## src/rtl/game_pkg.sv

```systemverilog
// Shared game-state definitions: sequencer states and the one-hot status codes
// that color_mapper decodes.
package game_pkg;

    typedef enum logic [2:0] {
        PREWAIT = 3'd0,
        WAIT    = 3'd1,
        PLAY    = 3'd2,
        WIN     = 3'd3,
        LOSE    = 3'd4
    } game_state_t;

    localparam logic [3:0] ST_WAITING = 4'b1000;
    localparam logic [3:0] ST_PLAYING = 4'b0100;
    localparam logic [3:0] ST_WIN     = 4'b0010;
    localparam logic [3:0] ST_LOSE    = 4'b0001;

    function automatic logic [3:0] status_of(input game_state_t s);
        logic [3:0] st;
        st = ST_WAITING;
        case (s)
            PLAY:    st = ST_PLAYING;
            WIN:     st = ST_WIN;
            LOSE:    st = ST_LOSE;
            default: st = ST_WAITING;
        endcase
        return st;
    endfunction

endpackage

```

## src/rtl/rise_pulse.sv

```systemverilog
// One-cycle pulse on each rising edge of a level that is synchronous to clk.
module rise_pulse (
    input  logic clk,
    input  logic rst_n,
    input  logic din,
    output logic pulse
);

    logic din_q;

    always_ff @(posedge clk or negedge rst_n) begin
        if (!rst_n) begin
            din_q <= 1'b0;
        end else begin
            din_q <= din;
        end
    end

    assign pulse = din & ~din_q;

endmodule

```

## src/rtl/game_state_ctrl.sv

```systemverilog
// Game sequencer: waiting/playing/win/lose screens, score and round timer,
// all advanced on VGA frame ticks and coin edges.
module game_state_ctrl
    import game_pkg::*;
#(
    parameter int unsigned WIN_SCORE   = 10,
    parameter int unsigned TIME_FRAMES = 3600,
    parameter int unsigned HOLD_FRAMES = 180,
    parameter int unsigned SCORE_W     = 8,
    parameter int unsigned TIMER_W     = 12
) (
    input  logic               Clk,
    input  logic               Reset_n,
    input  logic               frame_clk,
    input  logic               start_key,
    input  logic               coin_hit,
    input  logic               collision,
    output logic [3:0]         status,
    output logic               play_en,
    output logic               round_rst,
    output logic [SCORE_W-1:0] score,
    output logic [TIMER_W-1:0] time_left
);

    localparam logic [SCORE_W-1:0] SCORE_WIN  = SCORE_W'(WIN_SCORE);
    localparam logic [SCORE_W-1:0] SCORE_LAST = SCORE_W'(WIN_SCORE - 1);
    localparam logic [TIMER_W-1:0] TIME_FULL  = TIMER_W'(TIME_FRAMES);
    localparam logic [TIMER_W-1:0] HOLD_END   = TIMER_W'(HOLD_FRAMES);

    logic tick;
    logic coin;

    rise_pulse u_frame_edge (
        .clk   (Clk),
        .rst_n (Reset_n),
        .din   (frame_clk),
        .pulse (tick)
    );

    rise_pulse u_coin_edge (
        .clk   (Clk),
        .rst_n (Reset_n),
        .din   (coin_hit),
        .pulse (coin)
    );

    game_state_t        state_reg, state_next;
    logic [SCORE_W-1:0] score_reg, score_next;
    logic [TIMER_W-1:0] time_reg, time_next;
    logic [TIMER_W-1:0] hold_reg, hold_next;
    logic [TIMER_W-1:0] hold_inc;
    logic               round_rst_reg, round_rst_next;
    logic [3:0]         status_reg;
    logic               play_en_reg;

    assign hold_inc = hold_reg + 1'b1;

    always_comb begin
        state_next     = state_reg;
        score_next     = score_reg;
        time_next      = time_reg;
        hold_next      = hold_reg;
        round_rst_next = 1'b0;

        case (state_reg)
            PREWAIT: begin
                // Wait for key release so a held key cannot auto-start a round.
                if (!start_key) begin
                    state_next = WAIT;
                end
            end
            WAIT: begin
                if (start_key) begin
                    state_next     = PLAY;
                    round_rst_next = 1'b1;
                    score_next     = '0;
                    time_next      = TIME_FULL;
                end
            end
            PLAY: begin
                if (collision) begin
                    state_next = LOSE;
                    hold_next  = '0;
                end else if (coin && score_reg == SCORE_LAST) begin
                    score_next = SCORE_WIN;
                    state_next = WIN;
                    hold_next  = '0;
                end else if (tick && time_reg == TIMER_W'(1)) begin
                    time_next  = '0;
                    state_next = LOSE;
                    hold_next  = '0;
                end else begin
                    if (coin && score_reg < SCORE_WIN) begin
                        score_next = score_reg + 1'b1;
                    end
                    if (tick && time_reg != '0) begin
                        time_next = time_reg - 1'b1;
                    end
                end
            end
            WIN, LOSE: begin
                // Score and timer stay frozen for display; only frame ticks matter.
                if (tick) begin
                    if (hold_inc == HOLD_END) begin
                        state_next = PREWAIT;
                    end else begin
                        hold_next = hold_inc;
                    end
                end
            end
            default: begin
                state_next = PREWAIT;
            end
        endcase
    end

    always_ff @(posedge Clk or negedge Reset_n) begin
        if (!Reset_n) begin
            state_reg     <= PREWAIT;
            score_reg     <= '0;
            time_reg      <= TIME_FULL;
            hold_reg      <= '0;
            round_rst_reg <= 1'b0;
            status_reg    <= ST_WAITING;
            play_en_reg   <= 1'b0;
        end else begin
            state_reg     <= state_next;
            score_reg     <= score_next;
            time_reg      <= time_next;
            hold_reg      <= hold_next;
            round_rst_reg <= round_rst_next;
            status_reg    <= status_of(state_next);
            play_en_reg   <= (state_next == PLAY);
        end
    end

    assign status    = status_reg;
    assign play_en   = play_en_reg;
    assign round_rst = round_rst_reg;
    assign score     = score_reg;
    assign time_left = time_reg;

endmodule

```

## config.mk

```make
export PLATFORM = sky130hd
export DESIGN_NAME = game_state_ctrl
export DESIGN_NICKNAME = d
export VERILOG_FILES = /design/src/rtl/game_pkg.sv /design/src/rtl/rise_pulse.sv /design/src/rtl/game_state_ctrl.sv
export SDC_FILE = /design/constraint.sdc
export NUM_CORES = 1
export LEC_CHECK = 0
export BUFFER_PORTS_ARGS = -buffer_cell sky130_fd_sc_hd__buf_2
export CAP_MARGIN = 40
export CORE_MARGIN = 8
export CORE_UTILIZATION = 45
export DETAILED_ROUTE_END_ITERATION = 10
export GPL_TIMING_DRIVEN = 1
export SYNTH_ARGS = -nofsm -noshare
export SYNTH_HDL_FRONTEND = slang
export SYNTH_SLANG_ARGS = --single-unit
```

## constraint.sdc

```tcl
create_clock -name Clk -period 6.7 [get_ports Clk]
set_input_delay 0.67 -clock Clk [delete_from_list [all_inputs] [get_ports Clk]]
set_output_delay 0.67 -clock Clk [all_outputs]
set_load 0.005 [all_outputs]
```

## Word level (Yosys, flattened, before mapping)

Cells that the tools add are included.

| storage, ports and cells | value |
|---|---|
| flip-flop bits (word level) | 43 |
| bits in latches | 0 |
| RAM bits | 0 |
| bits in read-only memories | 0 |
| input bits | 6 |
| output and inout bits | 26 |
| logic and storage cells | 77 |
| memories | 0 |

| cells by class | value |
|---|---|
| add/sub/neg operators | 3 |
| multiply operators | 0 |
| divide/modulo/power cells | 0 |
| $lt $le $gt $ge | 1 |
| equality and inequality tests | 19 |
| shift-type cells | 0 |
| mux-type cells | 29 |
| bitwise gates (word level) | 4 |
| reduce and logical (&&, ||, !) cells | 12 |

Operators with widths:

| operator | number |
|---|---|
| two-way mux 12 bit | 10 |
| case mux 12 bit (2 select lines) | 2 |
| two-way mux 8 bit | 5 |
| two-way mux 3 bit | 7 |
| case mux 8 bit (2 select lines) | 1 |
| adder 12 x 1 -> 12 bit, second input constant | 1 |
| equality test 12 x 1 -> 1 bit, second input constant | 1 |
| equality test 12 x 8 -> 1 bit, second input constant | 1 |
| equality test 3 x 2 -> 1 bit, second input constant | 4 |
| case mux 3 bit (4 select lines) | 1 |
| case mux 4 bit (3 select lines) | 1 |
| nonzero test 12 bit | 1 |
| subtractor 12 x 1 -> 12 bit, second input constant | 1 |
| != test 2 bit, second input constant | 5 |
| AND reduction 5 bit | 2 |
| != test 3 bit, second input constant | 3 |
| adder 8 x 1 -> 8 bit, second input constant | 1 |
| equality test 8 x 4 -> 1 bit, second input constant | 1 |
| < comparator 8 x 4 -> 1 bit, second input constant | 1 |
| equality test 3 bit, second input constant | 2 |
| logical AND 1 bit | 4 |
| != test 4 bit, second input constant | 1 |
| AND reduction 4 bit | 1 |
| nonzero test 2 bit | 2 |
| 6 further kinds | 9 |

## Depth between registers and ports, before layout

Gate-level depths: netlist of run 1.

| depth | value |
|---|---|
| depth after elaboration | 9 |
| depth in mapped cells | 10 |
| gate-level depth less buffers | 8 |

## Modules after synthesis

A second synthesis of run 1 with hierarchy kept.

| second synthesis, totals | value |
|---|---|
| cells, all modules | 271 |
| area total of the unflattened synthesis | 2549.9 µm² |

Modules (own cells, without submodules):

| module | instances | cells each | area an instance (µm²) | seq. area each (µm²) |
|---|---|---|---|---|
| game_state_ctrl | 1 | 267 | 2472.4 | 1032.2 |
| rise_pulse | 2 | 2 | 38.8 | 25.0 |

## Worst setup path before layout of run 1

OpenSTA, ideal clock, no wires.

| path | value |
|---|---|
| path type | input to register |
| start | input port coin_hit |
| end | register score_reg[0] (netlist: score[0]) |
| setup time | 0.128 ns |
| arrival | 2.420 ns |
| data required time | 6.572 ns |
| path slack | 4.152 ns |
| stages on the path | 6 |
| buffers on the path | 1 |
| cells stage by stage | or4b_1 or4_1 buf_2 a21o_2 a21oi_2 mux2_1 |

| between the ends | value |
|---|---|
| cells in the longest elaborated chain, start to end | 5 |
| elaborated cells between the ends (all ways) | 9 |
| those cells by class | 2 x eq/ne; 3 x mux; 1 x bitwise; 3 x reduce/logical |

RTL lines:

| item | RTL line | source |
|---|---|---|
| start, declared | game_state_ctrl.sv:16 | `input logic coin_hit,` |
| AND 1 bit * | rise_pulse.sv:19 | `assign pulse = din & ~din_q;` |
| logical AND 1 bit | game_state_ctrl.sv:84 | `end else if (coin && score_reg == SCORE_LAST) begin` |
| two-way mux 8 bit | game_state_ctrl.sv:84 |  |
| two-way mux 8 bit | game_state_ctrl.sv:81 | `if (collision) begin` |
| case mux 8 bit (2 select lines) | game_state_ctrl.sv:65 | `case (state_reg)` |
| end signal, assigned | game_state_ctrl.sv:128 | `score_reg <= score_next;` |
| end, declared | game_state_ctrl.sv:48 | `logic [SCORE_W-1:0] score_reg, score_next;` |

Mark *: on every way between the ends. The rest lies on a longest branch, timed or not. The select of a mux whose other input is x is not followed.
A chain may end at the register's enable or synchronous reset.

## Worst setup path in the final report of run 1

| path | value |
|---|---|
| start | register hold_reg[2] |
| end | register status_reg[0] (netlist: status[0]) |

| between the ends | value |
|---|---|
| cells in the longest elaborated chain, start to end | 7 |
| elaborated cells between the ends (all ways) | 9 |
| those cells by class | 1 x add/sub; 4 x eq/ne; 4 x mux |

RTL lines:

| item | RTL line | source |
|---|---|---|
| start, declared | game_state_ctrl.sv:50 | `logic [TIMER_W-1:0] hold_reg, hold_next;` |
| start signal, assigned | game_state_ctrl.sv:130 | `hold_reg <= hold_next;` |
| adder 12 x 1 -> 12 bit * | game_state_ctrl.sv:56 | `assign hold_inc = hold_reg + 1'b1;` |
| equality test 12 x 8 -> 1 bit * | game_state_ctrl.sv:104 | `if (hold_inc == HOLD_END) begin` |
| two-way mux 3 bit * | game_state_ctrl.sv:104 |  |
| two-way mux 3 bit * | game_state_ctrl.sv:103 | `if (tick) begin` |
| case mux 3 bit (4 select lines) * | game_state_ctrl.sv:65 |  |
| equality test 3 bit or equality test 3 x 2 -> 1 bit (tied branches) | game_pkg.sv:21 | `case (s)` |
| case mux 4 bit (3 select lines) * | game_pkg.sv:21 |  |
| end signal, assigned | game_state_ctrl.sv:132 | `status_reg <= status_of(state_next);` |
| end, declared | game_state_ctrl.sv:53 | `logic [3:0] status_reg;` |

Mark *: on every way between the ends. The rest lies on a longest branch, timed or not.

==> results of run 1 <==
[layout by cell type (no fill, tap or decap), types with 4 or more instances in the layout]
master,count
o41ai_1,4
buf_2,31
nand2_1,21
inv_1,14
o21ai_0,23
nor4_1,6
nand3_1,7
clkbuf_8,6
or3_1,4
o31ai_1,5
nand2b_1,5
nand4_1,7
dfstp_2,5
dfrtp_1,38
ha_1,7
a31oi_1,4
nor2_1,27
o21ai_1,5
nor2b_1,5
and2_1,4
nor3_1,7
a21oi_1,11
[kinds of logic after synthesis]
| family | after synthesis | share of synthesized area |
|---|---|---|
| muxes | 4 | 0.0162 |
| DFF | 43 | 0.424 |
| AOI/OAI and AO/OA | 83 | 0.239 |
| and+or+nand+nor | 113 | 0.240 |
| adders and majority gates | 7 | 0.0343 |
| buffers and inverters | 25 | 0.0402 |
| xor gates and xnor gates | 2 | 0.00686 |
[worst max-delay path, cell delays in order, from the launching register on]
cell and delay [ns]:
dfrtp_1 0.51, nand3_1 0.38, or3_1 0.47, a2111oi_2 0.42, nand4_1 0.35, nor2_1 0.36, o21ai_0 0.15
[power by group through the flow]
stage / sequential (mW) / combinational [mW] / clock, mW
global route: 0.428 / 0.515 / 0.231
CTS: 0.416 / 0.458 / 0.220
global placement: 0.420 / 0.451 / 0
finish: 0.416 / 0.454 / 0.215
floorplan: 0.406 / 0.321 / 0
detailed placement: 0.421 / 0.455 / 0
[through the flow]
| step | utilization | std cells | instance area (µm²) | setup slack, ns | hold slack, ns |
|---|---|---|---|---|---|
| 3_5_place_dp | 0.504 | 371 | 2780 | 3.78 | 0.521 |
| 4_1_cts | 0.526 | 379 | 2900 | 3.95 | 0.322 |
| 3_3_place_gp | 0.501 | 370 | 2760 | 3.83 | 0.518 |
| 6_report | 0.526 | 379 | 2900 | 3.93 | 0.307 |
| 5_1_grt | 0.526 | 379 | 2900 | 3.64 | 0.342 |
| 2_1_floorplan | - | 277 | 2550 | 4.15 | 0.374 |
[area by class of cell]
type                       instances  area [µm²]  share of cell area
multi-input combinational        209        1370               0.473
sequential                        43        1080               0.374
timing repair buffer              33         183              0.0631
tap                               72        90.1              0.0311
clock buffer                       6        82.6              0.0285
inverter                          14        52.6              0.0182
clock inverter                     2        35.0              0.0121
[worst max path at each step]
stage                               to   startpoint  slack [ns]
after floorplan               score[0]     coin_hit        4.15
after global placement    time_left[6]     coin_hit        3.83
after detailed placement  time_left[6]     coin_hit        3.78
after CTS                    status[0]  hold_reg[2]        3.95
after global routing         status[0]  hold_reg[2]        3.64
final                        status[0]  hold_reg[2]        3.93
[per-layer routing]
layer | GRT usage | vias up | routed length [µm]
met2 | 0.233 | 43 | 2790
met3 | 0.0420 | 2 | 265
met4 | 0.0464 | 0 | 29
met1 | 0.205 | 1110 | 3020
met5 | 0 | - | 0
li1 | - | 1090 | -
==> impl_metrics.tcl, run 1 <==
set metrics [dict create \
    ir_drop_mv 0.196 \
    place.gp.congestion 0.880 \
    rsz0062_at_grt "false" \
    status "completed" \
    avgRoutedWirePerCell_um 16.1 \
    pwr-share-comb 0.418 \
    post-route-period-util 0.414 \
    ant_nets 0 \
    yosys.cell_types.count 64 \
    setup_viol 0 \
    grt_usage 0.153 \
    grt_overflow 0 \
    synth.area.top_cells "dfrtp_1, dfstp_2, o21ai_0" \
    drive_above_1_share 0.199 \
    synth_ff_type "dfrtp_1" \
    endpoint_kind "flip-flop" \
    period_needed_ns 2.77 \
    synth_area_per_cell_um2 9.22 \
    synth_edf_count 0 \
    crit_type "reg2reg" \
    cts_setup_buffers 0 \
    netlist_area_mm2 0.00255 \
    ios 32 \
    portBuffers 31 \
    share_seq_of_total_power 0.384 \
    worst_pin_slew_ns 0.809 \
    grt_max_degree 27 \
    n_antenna_cell 0 \
    cts_hold_buf 0 \
    r2r_setup_slack_ns 3.93 \
    tns_ns 0 \
    required_ns 6.87 \
    ys_async_sr_fraction 1.00 \
    die_h_um 91.4 \
    total_power_mw 1.08 \
    synth_warnings 0 \
    leakage_nw 1.26 \
    fin_skew_ns 0.00514 \
    numCtsBuffers 5 \
    die_x_um 91.4 \
    die_area_mm2 0.00834 \
    via_count 2245 \
    drt_pass1_iterations 4 \
    power.share.clock 0.198 \
    power.density_mw_per_mm2 375 \
    syn_nets 290 \
    worst-r2r-cell-count 6 \
    max_freq_ghz 0.361 \
    synth_largest_area_cell "dfrtp_1" \
    synth_seq_area_share 0.424 \
    worstPathMaxFanout 11 \
    switching_share 0.418 \
    hold_violations 0 \
    worst_ep_arrival_time_ns 2.94 \
    routed_wirelength_mm 6.11 \
    drv_cap 0 \
    layout.nets 319 \
    startpoint_type "flip-flop" \
    grt_pass1_vias 2263 \
    initial_core_util 0.464 \
    max_slew_margin 0.459 \
    ctsHtreeMaxLevel 2 \
    slew_viol_final 0 \
    syn_to_final_growth_pct 13.3 \
    grt_pass1_wl_mm 10.7 \
    r2r-end "status[0]" \
    n_fill_cell 526 \
    core.rowCount 27 \
    cts_tree "built" \
    core_mm2 0.00551 \
    clockBufferDepth 2 \
    hpwl_mm 4.49 \
    synth_cells 277 \
    ys_ff_latch 43 \
    switchingPower_mw 0.453 \
    hold_path.class "in2async" \
    clockRootBuffer "clkbuf_8" \
    synth_common_cells "dfrtp_1, nor2_1, o21ai_0, nand2_1, inv_1" \
    synth_top_area_share 0.372 \
    clk_pin_slew_worst_paths_ns 0.09 \
    yosysMostFrequentCell "dfrtp_1" \
    clkLatencyLatePin_ns 0.30 \
    r2r-start "hold_reg[2]" \
    clkSinkCount 43 \
    drcViolationCount 0 \
    drtIter0Drc 113 \
    viasPerCell 5.92 \
    p_int_mw 0.631 \
    post_cts_resized 0 \
    antenna_found_initial 0 \
]
(Power assumes the default switching activity.)
==> run 2: changes to the inputs <==
Clock period 6.7 ns to 2.9 ns, I/O delays scaled along.
==> run 2 against run 1 <==
Critical path depth unchanged. Combinational power is 140% higher. Power is 130% higher. Critical endpoint is now hold_reg[5].
==> impl_metrics.tcl, run 2 (synthesized netlist as in run 1, its figures left out) <==
set metrics [dict create \
    fin_skew_ns 0.0107 \
    syn_to_final_growth_pct 15.8 \
    drive_above_1_share 0.216 \
    die_h_um 91.4 \
    viasPerCell 5.73 \
    grt_max_degree 30 \
    max_slew_margin 0.673 \
    design_area_mm2 0.00296 \
    status "completed" \
    power.density_mw_per_mm2 855 \
    antenna_found_initial 0 \
    core.rowCount 27 \
    ir_drop_mv 0.520 \
    startpoint_type "flip-flop" \
    crit_family "simple AND/OR/NAND/NOR gates" \
    grt_pass1_wl_mm 10.9 \
    worst_ep_arrival_time_ns 2.71 \
    rsz0062_at_grt "false" \
    via_count 2217 \
    post-route-period-util 0.874 \
    worstPathMaxFanout 6 \
    ctsHtreeMaxLevel 2 \
    dp_worst_setup_slack_ns 0.382 \
    setup_ws_ns 0.366 \
    n_antenna_cell 0 \
    crit_start "score[5]" \
    routed_wirelength_mm 6.21 \
    cp_num_buf_inv 0 \
    dpl-instance-area_mm2 0.00283 \
    cp_slowest_cell "or4_1" \
    clkSinkCount 43 \
    grt_pass1_vias 2266 \
    setup_viol 0 \
    hold_ws_ns 0.103 \
    power.share.clock 0.195 \
    stdcell_count 387 \
    total_power_mw 2.53 \
    clk_pin_slew_worst_paths_ns 0.09 \
    grt_overflow 0 \
    n_fill_cell 513 \
    drt_pass1_iterations 4 \
    avgRoutedWirePerCell_um 16.0 \
    cts_tree "built" \
    place.gp.congestion 0.894 \
    final_cell_mix "dfrtp_1, buf_2, nor2_1, o21ai_0, nand2_1" \
    max_stage_delay_ns 0.63 \
    hold_violations 0 \
    layout.nets 327 \
    numCtsBuffers 5 \
    min-delay-start "coin_hit" \
    tns_ns 0 \
    endpoint_kind "flip-flop" \
    drcViolationCount 0 \
    grt_usage 0.157 \
    drtIter0Drc 103 \
    post-route-util 0.537 \
    drv_cap 0 \
    core_mm2 0.00551 \
    p_int_mw 1.48 \
    ant_nets 0 \
    share_seq_of_total_power 0.380 \
    worst_pin_slew_ns 0.491 \
    clockBufferDepth 2 \
    hpwl_mm 4.58 \
    pwr-share-comb 0.425 \
    period_needed_ns 2.53 \
    crit_type "reg2reg" \
    crit_chain "or4b_1 -> or4_1 -> a32o_2 -> a21oi_2 -> o31ai_2 -> a32o_1" \
    switchingPower_mw 1.05 \
    mostFrequentLayoutCell "dfrtp_1" \
    r2r-start "score[5]" \
    switching_share 0.416 \
    die_area_mm2 0.00834 \
    initial_core_util 0.464 \
    portBuffers 31 \
    clkLatencyLatePin_ns 0.30 \
    dp_cells 378 \
    required_ns 3.08 \
    slew_viol_final 0 \
    hold_path.class "in2reg" \
    clockRootBuffer "clkbuf_8" \
    ios 32 \
    max_freq_ghz 0.395 \
    die_x_um 91.4 \
    leakage_nw 1.30 \
]
==> run 2: final timing paths <==
kind | end | slack (ns) | cells after the start
worst max-delay path | hold_reg[5] | 0.37 | 6
worst min-delay path | u_coin_edge.din_q | 0.10 | 1
worst max register to register | hold_reg[5] | 0.37 | 6
worst min register to register | time_left[9] | 0.53 | 2
max in group asynchronous | status[3] | 1.92 | 3
min in group asynchronous | time_left[5] | 0.42 | 2
==> run 2: power by group through the flow <==
stage | sequential (mW) | combinational [mW] | clock (mW)
CTS | 0.958 | 1.08 | 0.504
global placement | 0.970 | 1.07 | 0
finish | 0.961 | 1.07 | 0.494
floorplan | 0.938 | 0.741 | 0
global route | 0.994 | 1.22 | 0.528
detailed placement | 0.967 | 1.08 | 0
==> run 2: worst reg2reg max path: stages, from the launching register on <==
cell and delay [ns]:
dfrtp_1 0.40, or4b_1 0.52, or4_1 0.63, a32o_2 0.33, a21oi_2 0.15, o31ai_2 0.14, a32o_1 0.24
==> run 2: layout make-up <==
type / instances / area [µm²] / area share
Timing Repair Buffer: 41 / 245 / 0.0829
Clock buffer: 6 / 82.6 / 0.0279
Inverter: 14 / 52.6 / 0.0178
Tap cell: 72 / 90.1 / 0.0305
Clock inverter: 2 / 35.0 / 0.0118
Sequential cell: 43 / 1080 / 0.366
Multi-Input combinational cell: 209 / 1370 / 0.463
==> run 2: timing repair <==
| item | 4_1_cts | 5_1_grt |
|---|---|---|
| buffers inserted | 0 | 0 |
| gates resized for setup | 0 | 0 |
| hold buffers | 1 | 0 |
| endpoints found under the hold margin | 13 | 0 |
==> run 2: per-layer routing <==
| metal | global-route usage | vias to the layer above | wire length [µm] |
|---|---|---|---|
| met5 | 0 | - | 0 |
| met4 | 0.0477 | 0 | 47 |
| met3 | 0.0444 | 4 | 309 |
| met2 | 0.237 | 51 | 2760 |
| met1 | 0.211 | 1049 | 3090 |
| li1 | - | 1113 | - |
==> run 3: changes to the inputs <==
Settings changed: BUFFER_PORTS_ARGS -buffer_cell sky130_fd_sc_hd__buf_2 to default, DONT_BUFFER_PORTS from default to 1.
Clock period 2.9 ns to 3.3 ns, I/O delays scaled along.
==> run 3 against run 2 <==
Largest cell class unchanged. Via count shrank 4.5%. Design area shrank 6.6%. Flip-flop and latch count is the same. Power shrank 16%. Final cell count shrank 9.3%.
==> impl_metrics.tcl, run 3 (synthesized netlist as in run 1, its figures left out) <==
set metrics [dict create \
    status "completed" \
    die_h_um 91.4 \
    r2r-start "score[5]" \
    ant_nets 0 \
    worst_ep_arrival_time_ns 2.85 \
    drcViolationCount 0 \
    routed_wirelength_mm 6.01 \
    ir_drop_mv 0.372 \
    tns_ns 0 \
    ctsHtreeMaxLevel 2 \
    p_int_mw 1.21 \
    grt.busiest_layer "met2" \
    numCtsBuffers 5 \
    place.gp.congestion 0.903 \
    switching_share 0.430 \
    drtIter0Drc 115 \
    post_cts_resized 0 \
    startpoint_type "flip-flop" \
    grt_pass1_vias 1975 \
    r2r-end "time_left[0]" \
    endpoint_kind "flip-flop" \
    max_slew_margin 0.622 \
    ios 32 \
    viasPerCell 6.03 \
    final_cell_mix "dfrtp_1, nor2_1, o21ai_0, nand2_1, inv_1" \
    worst_pin_slew_ns 0.562 \
    post-route-period-util 0.810 \
    power.density_mw_per_mm2 767 \
    total_power_mw 2.12 \
    die_area_mm2 0.00834 \
    core_mm2 0.00551 \
    clockRootBuffer "clkbuf_8" \
    rsz0062_at_grt "false" \
    clkLatencyLatePin_ns 0.30 \
    crit_chain "or4b_1 -> or4_1 -> o311a_1 -> o22ai_4 -> or2_1 -> o21ai_0" \
    fin_skew_ns 0.00934 \
    worstPathMaxFanout 19 \
    r2r_setup_slack_ns 0.63 \
    grt_max_degree 44 \
    pwr-share-comb 0.385 \
    initial_core_util 0.464 \
    via_count 2117 \
    antenna_found_initial 0 \
    switchingPower_mw 0.912 \
    worst-r2r-cell-count 6 \
    period_needed_ns 2.67 \
    portBuffers 0 \
    setup_viol 0 \
    drive_above_1_share 0.115 \
    grt_use_met2 0.215 \
    clockBufferDepth 2 \
    met3_usage 0.0444 \
    mostFrequentLayoutCell "dfrtp_1" \
    holdPathEnd "u_coin_edge.din_q" \
    power.share.clock 0.203 \
    hold_path_depth 0 \
    dp_worst_setup_slack_ns 0.644 \
    cts_setup_buffers 0 \
    met1_usage 0.189 \
    crit_type "reg2reg" \
    grt_overflow 0 \
    core.rowCount 27 \
    grt_pass1_wl_mm 9.93 \
    hold_violations 0 \
    clkSinkCount 43 \
    cts_tree "built" \
    cts_hold_buf 2 \
    share_seq_of_total_power 0.412 \
    min-delay-start "coin_hit" \
    layout.nets 291 \
    syn_to_final_growth_pct 8.18 \
    die_x_um 91.4 \
    n_antenna_cell 0 \
    slew_viol_final 0 \
    cp_num_buf_inv 0 \
    hpwl_mm 4.31 \
    max_freq_ghz 0.374 \
    crit_family "simple AND/OR/NAND/NOR gates" \
    grt_usage 0.145 \
    required_ns 3.48 \
    max_stage_delay_ns 0.63 \
    drv_cap 0 \
    hold_path.class "in2reg" \
    avgRoutedWirePerCell_um 17.1 \
    setup_ws_ns 0.628 \
    post-route-util 0.502 \
    cp_slowest_cell "or4_1" \
    leakage_nw 1.12 \
    clk_pin_slew_worst_paths_ns 0.09 \
    drt_pass1_iterations 4 \
]
[run 3: cell count changes in the layout (fill, tap and decap cells not counted)]
cell | before | now
buf_2 | 31 | 0
buf_4 | 8 | 3
clkbuf_8 | 6 | 5
clkinv_2 | 1 | 0
clkinv_4 | 0 | 1
inv_6 | 0 | 1
[run 3: area by class of cell]
type	count	area (µm²)
Sequential cell	43	1080
Multi-Input combinational cell	209	1370
Tap cell	72	90.1
Timing Repair Buffer	5	52.6
Inverter	14	52.6
Clock inverter	3	47.5
Fill cell	518	2740
Clock buffer	5	68.8
[run 3: worst max-delay path by stage]
| stage | cells past startpoint | end | startpoint | slack, ns |
|---|---|---|---|---|
| floorplan | 6 | score[0] | score[5] | 0.96 |
| global placement | 6 | time_left[0] | score[5] | 0.65 |
| detailed placement | 6 | time_left[0] | score[5] | 0.64 |
| CTS | 6 | time_left[0] | score[5] | 0.60 |
| global route | 6 | time_left[3] | score[5] | 0.45 |
| finish | 6 | time_left[0] | score[5] | 0.63 |
[run 3: power by group through the flow]
stage          clock (mW)  combinational (mW)  sequential (mW)
2_1_floorplan           0               0.651            0.824
3_3_place_gp            0               0.800            0.888
3_5_place_dp            0               0.795            0.888
4_1_cts             0.442               0.816            0.879
5_1_grt             0.463               0.925            0.910
6_report            0.431               0.817            0.873
[run 3: through the flow]
| stage | area [µm²] | hold WS (ns) | instances |
|---|---|---|---|
| after global routing | 2760 | 0.0293 | 351 |
| after detailed placement | 2620 | 0.0357 | 341 |
| after CTS | 2760 | 0.0315 | 351 |
| after global placement | 2620 | 0.0356 | 341 |
| after floorplan | 2550 | 0.0344 | 277 |
| final | 2760 | 0.0427 | 351 |
[run 3: layer usage]
layer,up-vias,wire length [µm]
li1,1044,-
met1,1011,2750
met2,57,2780
met3,5,423
met4,0,50
met5,-,0
